--- config.mk ---
export PLATFORM = sky130hd
export DESIGN_NAME = pio_cmd_responder
export DESIGN_NICKNAME = d
export VERILOG_FILES = /design/src/rtl/pio_cmd_pkg.sv /design/src/rtl/sync_fifo.sv /design/src/rtl/pio_cmd_responder.sv
export SDC_FILE = /design/constraint.sdc
export NUM_CORES = 1
export LEC_CHECK = 0
export ABC_CLOCK_PERIOD_IN_PS = 7300
export BUFFER_PORTS_ARGS = -buffer_cell sky130_fd_sc_hd__buf_2
export CAP_MARGIN = 10
export CORE_MARGIN = 2
export CORE_UTILIZATION = 40
export DETAILED_ROUTE_END_ITERATION = 10
export PLACE_DENSITY_LB_ADDON = 0.25
export SETUP_SLACK_MARGIN = 0.5
export SLEW_MARGIN = 40
export SYNTH_ARGS = -nofsm -noshare
export SYNTH_HDL_FRONTEND = slang
export SYNTH_SLANG_ARGS = --single-unit
export TNS_END_PERCENT = 50
--- constraint.sdc ---
create_clock -name clk_clk -period 7.3 [get_ports clk_clk]
set_input_delay 1.46 -clock clk_clk [delete_from_list [all_inputs] [get_ports clk_clk]]
set_output_delay 1.46 -clock clk_clk [all_outputs]
set_load 0.1 [all_outputs]
--- src/rtl/pio_cmd_pkg.sv ---
// Shared PIO command encoding: opcodes, status codes, word bit positions, FSM states.
// Software headers and the bench mirror these values.
package pio_cmd_pkg;

  localparam logic [3:0] OP_NOP         = 4'd0;
  localparam logic [3:0] OP_WRITE_CTRL  = 4'd1;
  localparam logic [3:0] OP_START       = 4'd2;
  localparam logic [3:0] OP_READ_STATUS = 4'd3;
  localparam logic [3:0] OP_POP         = 4'd4;
  localparam logic [3:0] OP_READ_COUNT  = 4'd5;
  localparam logic [3:0] OP_CLEAR       = 4'd6;

  localparam logic [1:0] ST_OK        = 2'd0;
  localparam logic [1:0] ST_BAD_OP    = 2'd1;
  localparam logic [1:0] ST_POP_EMPTY = 2'd2;
  localparam logic [1:0] ST_DROP      = 2'd3;

  localparam int CMD_TOG_BIT  = 31;
  localparam int CMD_OP_HI    = 27;
  localparam int CMD_OP_LO    = 24;
  localparam int RSP_ACK_BIT  = 31;
  localparam int RSP_BUSY_BIT = 30;
  localparam int RSP_ST_HI    = 29;
  localparam int RSP_ST_LO    = 28;
  localparam int RSP_CNT_W    = 16;

  typedef enum logic [1:0] {
    S_IDLE,
    S_EXEC,
    S_DONE
  } state_e;

  // Command errors outrank a pending drop report.
  function automatic logic [1:0] pick_status(input logic [1:0] err, input logic drop);
    if (err != ST_OK) return err;
    if (drop) return ST_DROP;
    return ST_OK;
  endfunction

endpackage

--- src/rtl/sync_fifo.sv ---
// Result FIFO with push/pop/clear; head word visible combinationally, zero read latency.
// Pushes are ignored when full or during clear; pops are ignored when empty or during clear.
module sync_fifo #(
  parameter int DEPTH  = 16,
  parameter int DATA_W = 32
) (
  input  logic                     clk,
  input  logic                     rst,
  input  logic                     push,
  input  logic [DATA_W-1:0]        push_data,
  input  logic                     pop,
  output logic [DATA_W-1:0]        pop_data,
  input  logic                     clear,
  output logic                     full,
  output logic                     empty,
  output logic [$clog2(DEPTH):0]   count
);

  localparam int AW = $clog2(DEPTH);
  localparam int CW = AW + 1;

  logic [DATA_W-1:0] mem [DEPTH];
  logic [AW-1:0]     wr_ptr;
  logic [AW-1:0]     rd_ptr;
  logic              push_ok;
  logic              pop_ok;

  assign full     = (count == CW'(DEPTH));
  assign empty    = (count == '0);
  assign push_ok  = push && !full && !clear;
  assign pop_ok   = pop && !empty && !clear;
  assign pop_data = mem[rd_ptr];

  // Pointers are exactly AW bits wide, so they wrap modulo DEPTH for free.
  always_ff @(posedge clk or posedge rst) begin
    if (rst) begin
      wr_ptr <= '0;
      rd_ptr <= '0;
      count  <= '0;
    end else if (clear) begin
      wr_ptr <= '0;
      rd_ptr <= '0;
      count  <= '0;
    end else begin
      if (push_ok) wr_ptr <= wr_ptr + 1'b1;
      if (pop_ok)  rd_ptr <= rd_ptr + 1'b1;
      count <= count + CW'(push_ok) - CW'(pop_ok);
    end
  end

  always_ff @(posedge clk) begin
    if (push_ok) mem[wr_ptr] <= push_data;
  end

endmodule

--- src/rtl/pio_cmd_responder.sv ---
// Nios PIO command responder: toggle-handshake commands, ack flips 4 edges after cmd_word changes.
// Results are accepted while the FIFO has room (res_ready = !full); overflowing words are dropped and reported.
module pio_cmd_responder
  import pio_cmd_pkg::*;
#(
  parameter int DEPTH  = 16,
  parameter int DATA_W = 32
) (
  input  logic              clk_clk,
  input  logic              reset_reset,
  input  logic [31:0]       cmd_word,
  input  logic [DATA_W-1:0] arg_word,
  output logic [31:0]       rsp_word,
  output logic [DATA_W-1:0] rsp_data,
  input  logic              res_valid,
  input  logic [DATA_W-1:0] res_data,
  output logic              res_ready,
  output logic [DATA_W-1:0] ctrl_word,
  output logic              ctrl_start,
  input  logic [DATA_W-1:0] acc_status
);

  localparam int CNT_W = $clog2(DEPTH) + 1;

  state_e            state;
  state_e            state_nxt;
  logic [31:0]       cmd_q;
  logic [DATA_W-1:0] arg_q;
  logic              last_tog;
  logic              busy_q;
  logic              ack_q;
  logic [1:0]        status_q;
  logic [1:0]        err_q;
  logic [3:0]        op_q;
  logic              drop_q;
  logic [DATA_W-1:0] rsp_data_q;
  logic [DATA_W-1:0] ctrl_word_q;

  logic              accept;
  logic              load_ctrl;
  logic              load_status;
  logic              load_head;
  logic              load_count;
  logic [1:0]        exec_err;
  logic              fifo_push;
  logic              fifo_pop;
  logic              fifo_clear;
  logic              fifo_full;
  logic              fifo_empty;
  logic [CNT_W-1:0]  fifo_count;
  logic [DATA_W-1:0] fifo_head;
  logic              drop_evt;
  logic              cmd_unused;

  assign cmd_unused = ^{cmd_q[30:28], cmd_q[23:0]};

  sync_fifo #(
    .DEPTH  (DEPTH),
    .DATA_W (DATA_W)
  ) u_fifo (
    .clk       (clk_clk),
    .rst       (reset_reset),
    .push      (fifo_push),
    .push_data (res_data),
    .pop       (fifo_pop),
    .pop_data  (fifo_head),
    .clear     (fifo_clear),
    .full      (fifo_full),
    .empty     (fifo_empty),
    .count     (fifo_count)
  );

  assign res_ready = !fifo_full;
  assign fifo_push = res_valid && res_ready;
  // A word is lost either because there was no room or because CLEAR swallowed it.
  assign drop_evt  = res_valid && (fifo_full || fifo_clear);

  always_ff @(posedge clk_clk or posedge reset_reset) begin
    if (reset_reset) state <= S_IDLE;
    else             state <= state_nxt;
  end

  always_comb begin
    state_nxt   = state;
    accept      = 1'b0;
    load_ctrl   = 1'b0;
    load_status = 1'b0;
    load_head   = 1'b0;
    load_count  = 1'b0;
    fifo_pop    = 1'b0;
    fifo_clear  = 1'b0;
    ctrl_start  = 1'b0;
    exec_err    = ST_OK;
    case (state)
      S_IDLE: begin
        if (cmd_q[CMD_TOG_BIT] != last_tog) begin
          accept    = 1'b1;
          state_nxt = S_EXEC;
        end
      end
      S_EXEC: begin
        state_nxt = S_DONE;
        case (op_q)
          OP_NOP:         ;
          OP_WRITE_CTRL:  load_ctrl = 1'b1;
          OP_START:       ctrl_start = 1'b1;
          OP_READ_STATUS: load_status = 1'b1;
          OP_POP: begin
            if (fifo_empty) begin
              exec_err = ST_POP_EMPTY;
            end else begin
              fifo_pop  = 1'b1;
              load_head = 1'b1;
            end
          end
          OP_READ_COUNT:  load_count = 1'b1;
          OP_CLEAR:       fifo_clear = 1'b1;
          default:        exec_err = ST_BAD_OP;
        endcase
      end
      S_DONE:  state_nxt = S_IDLE;
      default: state_nxt = S_IDLE;
    endcase
  end

  always_ff @(posedge clk_clk or posedge reset_reset) begin
    if (reset_reset) begin
      cmd_q       <= '0;
      arg_q       <= '0;
      last_tog    <= 1'b0;
      busy_q      <= 1'b0;
      ack_q       <= 1'b0;
      status_q    <= ST_OK;
      err_q       <= ST_OK;
      op_q        <= OP_NOP;
      drop_q      <= 1'b0;
      rsp_data_q  <= '0;
      ctrl_word_q <= '0;
    end else begin
      cmd_q <= cmd_word;
      arg_q <= arg_word;
      if (accept) begin
        last_tog <= cmd_q[CMD_TOG_BIT];
        busy_q   <= 1'b1;
        op_q     <= cmd_q[CMD_OP_HI:CMD_OP_LO];
      end
      if (state == S_EXEC) err_q <= exec_err;
      if (load_ctrl) ctrl_word_q <= arg_q;
      if (load_status)     rsp_data_q <= acc_status;
      else if (load_head)  rsp_data_q <= fifo_head;
      else if (load_count) rsp_data_q <= DATA_W'(fifo_count);
      if (state == S_DONE) begin
        status_q <= pick_status(err_q, drop_q);
        ack_q    <= ~ack_q;
        busy_q   <= 1'b0;
      end
      // A drop in the ack cycle itself survives to be reported on the next command.
      if (drop_evt)              drop_q <= 1'b1;
      else if (state == S_DONE)  drop_q <= 1'b0;
    end
  end

  // Busy shows as soon as a new toggle has been registered, ahead of the FSM leaving IDLE.
  assign rsp_word  = {ack_q, busy_q | accept, status_q, 12'd0, RSP_CNT_W'(fifo_count)};
  assign rsp_data  = rsp_data_q;
  assign ctrl_word = ctrl_word_q;

endmodule

---- Yosys cells after proc, flatten, opt, wreduce, memory -nomap -nowiden ----
Memories as Yosys holds them, arrays and structs flattened.
Index checks and enable logic that the tools add are counted.
Widths: inputs -> output; s select.
word-level totals
  register bits ........................... 155
  bits in writable memories ............... 512
  bits of input ports ..................... 131
  memories kept ........................... 1
memories
  memory      words  width  read ports  clocked after Yosys merged registers in  wr ports  line             text
  u_fifo.mem  16     32     1           0                                        1         sync_fifo.sv:22  logic [DATA_W-1:0] mem [DEPTH];
cells by class
  $add $sub $neg .......................... 4
  equal/unequal tests ..................... 11
  muxes and demuxes ....................... 42
  bitwise operators ....................... 2
  reduce and logical (&&, ||, !) cells .... 20
operators with widths
  operator             number
  $mux 32              3
  $mux 1               26
  $mux 4               4
  $eq 4x3->1 const B   3
  $mux 2               6
  $reduce_bool 2->1    5
  $add 4x1->4 const B  2
  $eq 4x2->1 const B   2
  $pmux 2 s2           2
  $logic_and 1x1->1    6
  $reduce_or 6->1      1
  $add 5x1->5          1
  $eq 5x5->1 const B   1
  $logic_not 5->1      1
  $mux 5               1
  $sub 5x1->5          1
  $eq 4x1->1 const B   1
  $logic_not 4->1      1
  $logic_not 1->1      3
  $reduce_bool 3->1    1
  $eq 2x1->1 const B   1
  $eq 2x2->1 const B   1
  $logic_not 2->1      1
  $ne 2x2->1 const B   1
  4 further kinds      4

---- Longest topological paths before layout ----
Gate-level depths: netlist of the first run.
  depth after elaboration ................. 8
  gate-level depth with buffers ........... 15
  mapped depth without buffers ............ 14

---- Modules after synthesis ----
From an unflattened synthesis of the first run, not the netlist that was laid out.
unflattened totals
  cells, all modules ...................... 1,372
  area, all modules ....................... 24,863.8 sq um
by module, submodules not included
  module             instances  cells an instance  area an instance (sq um)  sequential area each (sq um)
  sync_fifo          1          1,033              20,434.6                  15,700.1
  pio_cmd_responder  1          339                4,429.2                   2,877.8

---- Worst setup path before layout of the first run ----
Ideal clock, no wire load.
  path type ............................... reg2reg
  start ................................... reg u_fifo.count[2]
  end ..................................... mem u_fifo.mem[3][0] (enable)
  library setup time ...................... 0.461 ns
  data arrival time ....................... 5.002 ns
  setup slack ............................. 1.837 ns
  cell stages (with the launch flop) ...... 8
  period minus slack after synthesis ...... 5.463 ns
  cell sequence ........................... dfrtp_1 inv_1 ha_1 nand4bb_1 and2_1 clkbuf_1 nand3_1 nor3_1
between the ends
  cells in the longest elaborated chain, start to end .. 7
ends and longest elaborated chain
  what                               line                     text
  from (decl)                        sync_fifo.sv:16          output logic [$clog2(DEPTH):0] count
  from (signal assigned)             sync_fifo.sv:47          count <= count + CW'(push_ok) - CW'(pop_ok);
  $eq 5x5->1 *                       sync_fifo.sv:28          assign full = (count == CW'(DEPTH));
  $logic_not 1->1 *                  pio_cmd_responder.sv:73  assign res_ready = !fifo_full;
  net res_ready                      pio_cmd_responder.sv:17  output logic res_ready,
  $logic_and 1x1->1                  pio_cmd_responder.sv:74  assign fifo_push = res_valid && res_ready;
  $logic_and 1x1->1 * (2 in series)  sync_fifo.sv:30          assign push_ok = push && !full && !clear;
  $mux 1 *                           sync_fifo.sv:52          if (push_ok) mem[wr_ptr] <= push_data;
  $mux 1 (implied by the code) *     sync_fifo.sv:52
  to (decl)                          sync_fifo.sv:22
Mark *: on every way through the listed nets, which the timed path passes. The rest lies on a longest branch.

---- Final worst setup path of the first run ----
  start ................................... reg op_q[2]
  end ..................................... out ctrl_start
between the ends
  cells in the longest elaborated chain, start to end .. 3
ends and longest elaborated chain
  what                    line                      text
  from (decl)             pio_cmd_responder.sv:34   logic [3:0] op_q;
  from (signal assigned)  pio_cmd_responder.sv:145  op_q <= cmd_q[CMD_OP_HI:CMD_OP_LO];
  $eq 4x2->1              pio_cmd_responder.sv:103  case (op_q)
  $mux 1                  pio_cmd_responder.sv:103
  $mux 1                  pio_cmd_responder.sv:94   case (state)
  to (decl)               pio_cmd_responder.sv:19   output logic ctrl_start,
No other way between the ends.

==> results of run 1 <==
[cell families after synthesis]
group,Yosys count
buffers and inverters,100
XOR/XNOR,7
adder cells (fa/ha/maj),12
flip-flops,640
AND/OR/NAND/NOR,127
AO/OA/AOI/OAI,123
multiplexers,165
other,1
[final cells by class]
type | instances | area (sq um)
Tap cell | 782 | 978
Sequential cell | 640 | 18600
Timing Repair Buffer | 209 | 1170
Fill cell | 5057 | 31700
Clock inverter | 23 | 170
Clock buffer | 103 | 2010
Multi-Input combinational cell | 457 | 5320
Inverter | 18 | 72.6
[path summary, 6_finish.rpt]
| path | cells past startpoint | slack [ns] | startpoint | endpoint |
|---|---|---|---|---|
| max in group asynchronous | 3 | 5.14 | reset_reset | u_fifo.rd_ptr[0] |
| hold / removal | 1 | 0.47 | arg_q[8] | ctrl_word[8] |
| setup reg to reg | 14 | 3.54 | u_fifo.count[3] | u_fifo.count[4] |
| min in group asynchronous | 2 | 0.97 | reset_reset | ctrl_word[20] |
| setup / recovery | 3 | 3.53 | op_q[2] | ctrl_start |
| hold reg to reg | 1 | 0.47 | arg_q[8] | ctrl_word[8] |
[sequential cells by signal (all words and copies together), names as in the netlist, 5 cells and up]
register	cells
arg_q	32
rsp_data	32
u_fifo.mem	512
u_fifo.count	5
ctrl_word	32
cmd_q	5
[worst reg2reg max path: stages (launching register included)]
cell and delay [ns]:
dfrtp_1 0.42, inv_1 0.10, ha_1 0.18, nor4b_2 0.41
or4_4 0.61, inv_1 0.33, ha_1 0.35, inv_1 0.06
ha_1 0.16, inv_1 0.06, fa_1 0.42, nor2b_1 0.18
o21bai_1 0.11, a21oi_1 0.16, nor3b_1 0.07
[metal layers]
layer	share of wire, %	track usage (%)	up-vias
met5	0.10	0	-
met4	2.0	4.97	8
met3	5.5	3.93	85
met2	49	29.8	365
met1	43	24.3	6501
li1	-	-	5214
[cells in the mapped netlist, drive strengths merged (4+ instances only)]
library cell  instances  area share, %
edfxtp              512             64
dfrtp               128             13
mux4                128             12
buf                  53            1.4
o22ai                52            1.3
mux2                 36            1.7
nor3                 33           0.68
clkbuf               29           0.46
a221o                27            1.1
nor2                 24           0.39
nand2                22           0.34
inv                  18           0.28
nand3                14           0.29
ha                   11           0.57
a21oi                10           0.21
a22oi                10           0.31
nand2b               10           0.26
o21ai                 7           0.14
and2                  5           0.13
nor2b                 5           0.13
a211oi                4           0.14
a32oi                 4           0.14
o221ai                4           0.14
xor2                  4           0.14
[where the power goes]
part           internal (mW)  switching (mW)
combinational           1.06            2.57
sequential              4.48           0.264
clock                   1.95            1.39
==> results by group, run 1 <==
Run status
  • Status: finished, final reports clean

Routing
  • Drt first pass iters: 5
  • WL final: 55.2 mm
  • Via-per-instance ratio: 5.45
  • ANT nets after route: 0
  • Average wire per standard cell: 24.7 um
  • DRC violations left: 0
  • 1st-iter DRT viols: 884
  • Vias: 12173

Place
  • Placed Area: 26100 sq um
  • Port bufs: 178
  • HPWL Detailed: 30.4 mm
  • RePlAce Congestion: 0.742
  • Placed Cells: 2104
  • Dpl ws: 3.35 ns

Clocking
  • Setup Buffers After CTS: 0
  • Number of H-tree levels: 3
  • Post-CTS Hold Buffers: 0
  • Clk_lat worst skew: 0.60 ns
  • Root buffer cell: clkbuf_16
  • Inserted Clock Buffers: 69
  • Clk sinks: 640
  • Clock transition at path regs: 0.06 ns
  • Maximum root-to-sink buffer count: 3
  • Post-CTS resize count: 0
  • TritonCTS clock tree: yes

Layout
  • Final Instance Area: 28300 sq um
  • Antenna fix cells: 0
  • Commonest non-fill, non-tap cells in the layout: 512 x edfxtp_1, 178 x buf_2, 128 x mux4_2
  • Final std cells w/o fill: 2232
  • Final Core Density: 47.2%
  • Layout area overhead: 17.0%
  • # nets final: 1538
  • Commonest non-fill, non-tap cell in the layout: edfxtp_1
  • Layout cells sized above 1: 34.4%

STA
  • Setup TNS: 0 ns
  • Worst-margin pin slew: 0.838 ns
  • Final Slew Violations: 0
  • Hold_ws: 0.468 ns
  • RSZ-0062 raised after global routing: false
  • Skew final: 0.0255 ns
  • Final setup violation count: 0
  • Min Tclk post-route: 3.77 ns
  • Final Hold Viols: 0
  • Max Clk Rate: 266 MHz
  • Setup ws final: 3.53 ns
  • Period utilization: 51.6%
  • Rel. slew slack: 43.9%

Global route
  • Largest net degree at the start of global routing: 73
  • Initial antenna violation count: 6
  • Total GRT Usage: 18.0%
  • Grt total ovfl: 0
  • First-pass GRT wire length: 82.7 mm
  • Number of global-route vias before repair: 12615

Floorplanning
  • Starting Density: 40.3%
  • Die W: 250 um
  • Top-level port count: 229
  • Core area: 60000 sq um
  • Row count: 90
  • Die area: 62400 sq um
  • DIE HEIGHT: 250 um

Setup path
  • Critical Path Sink Type: primary output
  • Worst Path Max Fanout: 6
  • CP max stage delay: 0.64 ns
  • Worst setup SP type: register
  • Critical-path top delay cell: or4b_1
  • Crit Path Class: reg -> out
  • Worst path bufs/invs: 1
  • Worst EP required: 5.84 ns
  • Cell family with most CP delay: simple AND/OR/NAND/NOR gates
  • Crit path cell chain: or4b_1, nor2_1, buf_2
  • WP data arrival: 2.31 ns

Power and ir drop
  • Leak Pwr: 9.83 nW
  • Power Total: 11.7 mW
  • Worst IR drop on VDD: 261 uV
  • Power Dens Cells: 414 nW/um^2

Synthesis
  • Seq/Total Area, Yosys: 76.8%
  • Post-synth cell types: 50
  • Prevailing post-synth register cell: edfxtp_1
  • Synth async-reset ratio: 20.0%
  • Compound-cell area share of the yosys netlist: 3.72%
  • Post-Synth XOR/XNOR Area: 0.253%
  • Simple-gate portion of the synthesized area: 2.78%
  • Synth Instances: 1175
  • Multiplexer area fraction after synthesis: 13.6%
  • Synth Area in Adders: 0.652%
  • Largest family of logic cells by synthesized area: multiplexers
  • Ys Warns: 0
  • Number of synthesized flops with an enable pin: 512
  • Post-Synthesis Cell Area: 24200 sq um
  • Avg Synthesized Cell Area: 20.6 sq um
  • Yosys reg bits: 640

Flow run
  • Max-cap violations: 0

Worst hold path
  • Worst hold path type: reg -> reg
Power figures use the tool's default switching activity.
==> run 2: changes to the inputs <==
--- a/config.mk
+++ b/config.mk
@@ -5,7 +5,7 @@
 export SDC_FILE = /design/constraint.sdc
 export NUM_CORES = 1
 export LEC_CHECK = 0
-export ABC_CLOCK_PERIOD_IN_PS = 7300
+export ABC_CLOCK_PERIOD_IN_PS = 3850
 export BUFFER_PORTS_ARGS = -buffer_cell sky130_fd_sc_hd__buf_2
 export CAP_MARGIN = 10
 export CORE_MARGIN = 2
==> constraint.sdc (replaced) <==
create_clock -name clk_clk -period 3.85 [get_ports clk_clk]
set_input_delay 0.77 -clock clk_clk [delete_from_list [all_inputs] [get_ports clk_clk]]
set_output_delay 0.77 -clock clk_clk [all_outputs]
set_load 0.1 [all_outputs]
==> run 2 against run 1 <==
Net effect: final area is 1.4% higher; global-route usage is 0.081 points higher; combinational power is 91% higher.
==> results by group, run 2 (same netlist as run 1, synthesis figures left out) <==
Routing
  • ANT nets after route: 0 (unchanged)
  • 1st-iter DRT viols: 941 (was 884)
  • Average wire per standard cell: 24.9 um (was 24.7 um)
  • WL final: 56.0 mm (was 55.2 mm)
  • DRC violations left: 0 (unchanged)
  • Drt first pass iters: 5 (unchanged)
  • Via-per-instance ratio: 5.45 (about the same)
  • Vias: 12253 (was 12173)

Floorplanning
  • Row count: 90 (unchanged)
  • Die area: 62400 sq um (unchanged)
  • Core area: 60000 sq um (unchanged)
  • DIE HEIGHT: 250 um (unchanged)
  • Top-level port count: 229 (unchanged)
  • Starting Density: 40.3% (unchanged)
  • Die W: 250 um (unchanged)

Place
  • Placed Cells: 2121 (was 2104)
  • RePlAce Congestion: 0.750 (was 0.742)
  • Dpl ws: 0.560 ns (was 3.35 ns)
  • Placed Area: 26300 sq um (was 26100 sq um)
  • Port bufs: 178 (unchanged)
  • HPWL Detailed: 32.4 mm (was 30.4 mm)

Clocking
  • Maximum root-to-sink buffer count: 3 (unchanged)
  • TritonCTS clock tree: yes (unchanged)
  • Post-CTS Hold Buffers: 0 (unchanged)
  • Inserted Clock Buffers: 70 (was 69)
  • Clock transition at path regs: 0.06 ns (about the same)
  • Clk sinks: 640 (unchanged)
  • Number of H-tree levels: 3 (unchanged)
  • Clk_lat worst skew: 0.61 ns (was 0.60 ns)
  • Root buffer cell: clkbuf_16 (unchanged)

STA
  • Final setup violation count: 0 (unchanged)
  • Final Slew Violations: 0 (unchanged)
  • Skew final: 0.0189 ns (was 0.0255 ns)
  • Final Hold Viols: 0 (unchanged)
  • Setup TNS: 0 ns (unchanged)
  • Max Clk Rate: 321 MHz
  • Period utilization: 80.8%
  • Setup ws final: 0.738 ns (was 3.53 ns)
  • Min Tclk post-route: 3.11 ns
  • Worst-margin pin slew: 0.761 ns (was 0.838 ns)
  • Rel. slew slack: 49.2% (was 43.9%)
  • RSZ-0062 raised after global routing: false (unchanged)

Power and ir drop
  • Worst IR drop on VDD: 500 uV (was 261 uV)
  • Leak Pwr: 9.99 nW (was 9.83 nW)
  • Power Dens Cells: 792 nW/um^2 (was 414 nW/um^2)

Layout
  • Commonest non-fill, non-tap cell in the layout: edfxtp_1 (unchanged)
  • FILL cells: 4968 (was 5057)
  • Top reg by flops: u_fifo.mem (unchanged)
  • Layout cells sized above 1: 36.0% (was 34.4%)
  • Final Instance Area: 28700 sq um (was 28300 sq um)
  • Register area: 18600 sq um (about the same)
  • Antenna fix cells: 0 (unchanged)
  • # nets final: 1557 (was 1538)
  • Layout area overhead: 18.6% (was 17.0%)
  • Max reg flops: 512 (unchanged)
  • Final std cells w/o fill: 2250 (was 2232)
  • Area of the multi-input gates: 5350 sq um (was 5320 sq um)
  • Commonest non-fill, non-tap cells in the layout: 512 x edfxtp_1, 178 x buf_2, 128 x mux4_2 (unchanged)

Setup path
  • Worst Path Max Fanout: 6 (unchanged)
  • R2R cell count: 14 (unchanged)
  • Critical Path Sink Type: primary output (unchanged)
  • Worst EP required: 3.08 ns (was 5.84 ns)
  • Worst setup path startpoint: op_q[2] (unchanged)
  • Reg2Reg Setup Slack: 0.76 ns (was 3.54 ns)
  • RR Startpoint: u_fifo.count[3] (unchanged)
  • WP data arrival: 2.34 ns (was 2.31 ns)
  • Worst setup SP type: register (unchanged)
  • FF-to-FF End: u_fifo.count[4] (unchanged)
  • Crit Path Class: reg -> out (unchanged)

Global route
  • Grt total ovfl: 0 (unchanged)
  • First-pass GRT wire length: 83.4 mm (was 82.7 mm)
  • Initial antenna violation count: 6 (unchanged)
  • Largest net degree at the start of global routing: 74 (was 73)
  • Number of global-route vias before repair: 12715 (was 12615)
  • Total GRT Usage: 18.1% (was 18.0%)

Flow run
  • Max-cap violations: 0 (unchanged)

Run status
  • Status: finished, final reports clean (unchanged)

Worst hold path
  • Worst hold path type: in -> async (was reg -> reg)
## run 2: cell types whose count changed in the layout (fill, tap and decap cells not counted), sizes merged
cell	change
buf	+18
clkbuf	-9
bufinv	+6
clkinvlp	+3
clkinv	+1
inv	-1
## run 2: final cells by class
| cell class | instances | share of cell area, % |
|---|---|---|
| Clock inverter | 32 | 1.40 |
| Sequential cell | 640 | 64.8 |
| Tap cell | 782 | 3.41 |
| Clock buffer | 94 | 6.81 |
| Inverter | 18 | 0.262 |
| Multi-Input combinational cell | 457 | 18.6 |
| Timing Repair Buffer | 227 | 4.69 |
## run 2: critical path, cell delays in order (launching register included)
cell and delay, ns:
dfrtp_1 0.45, or4b_1 0.65, nor2_1 0.19, buf_2 0.45
## run 2: worst max-delay path by stage
stage | end | slack [ns] | depth (start not counted)
4_1_cts | u_fifo.count[4] | 0.52 | 14
2_1_floorplan | u_fifo.count[4] | 0.49 | 15
5_1_grt | u_fifo.count[4] | 0.58 | 14
6_report | ctrl_start | 0.74 | 3
3_3_place_gp | u_fifo.count[4] | 0.59 | 14
3_5_place_dp | u_fifo.count[4] | 0.56 | 14
## run 2: per-layer routing
| metal | up-vias | part of all wire (%) | global-route usage, % |
|---|---|---|---|
| met5 | - | 0.12 | 0 |
| met4 | 10 | 1.5 | 4.32 |
| met3 | 75 | 6.3 | 4.01 |
| met2 | 425 | 48 | 28.7 |
| met1 | 6492 | 44 | 25.7 |
| li1 | 5251 | - | - |
## run 2: power by group
part | switching (mW) | total (mW) | internal, mW
Sequential | 0.542 | 9.04 | 8.50
Clock | 2.70 | 6.76 | 4.07
Combinational | 4.86 | 6.92 | 2.06
Total | 8.10 | 22.7 | 14.6
## run 2: repair_timing
item                                   4_1_cts  5_1_grt
endpoints found under the hold margin        0        0
setup endpoints to repair                    0        1
setup buffers                                0        3
gates resized for setup                      0        3
## run 2: per-stage QoR
step           power, mW  utilization, %  hold WS, ns
2_1_floorplan       14.6               -        0.445
3_3_place_gp        16.1            43.8        0.456
3_5_place_dp        16.2            43.8        0.458
4_1_cts             23.0            47.8        0.238
5_1_grt             23.6            47.8        0.237
6_report            22.7            47.8        0.270
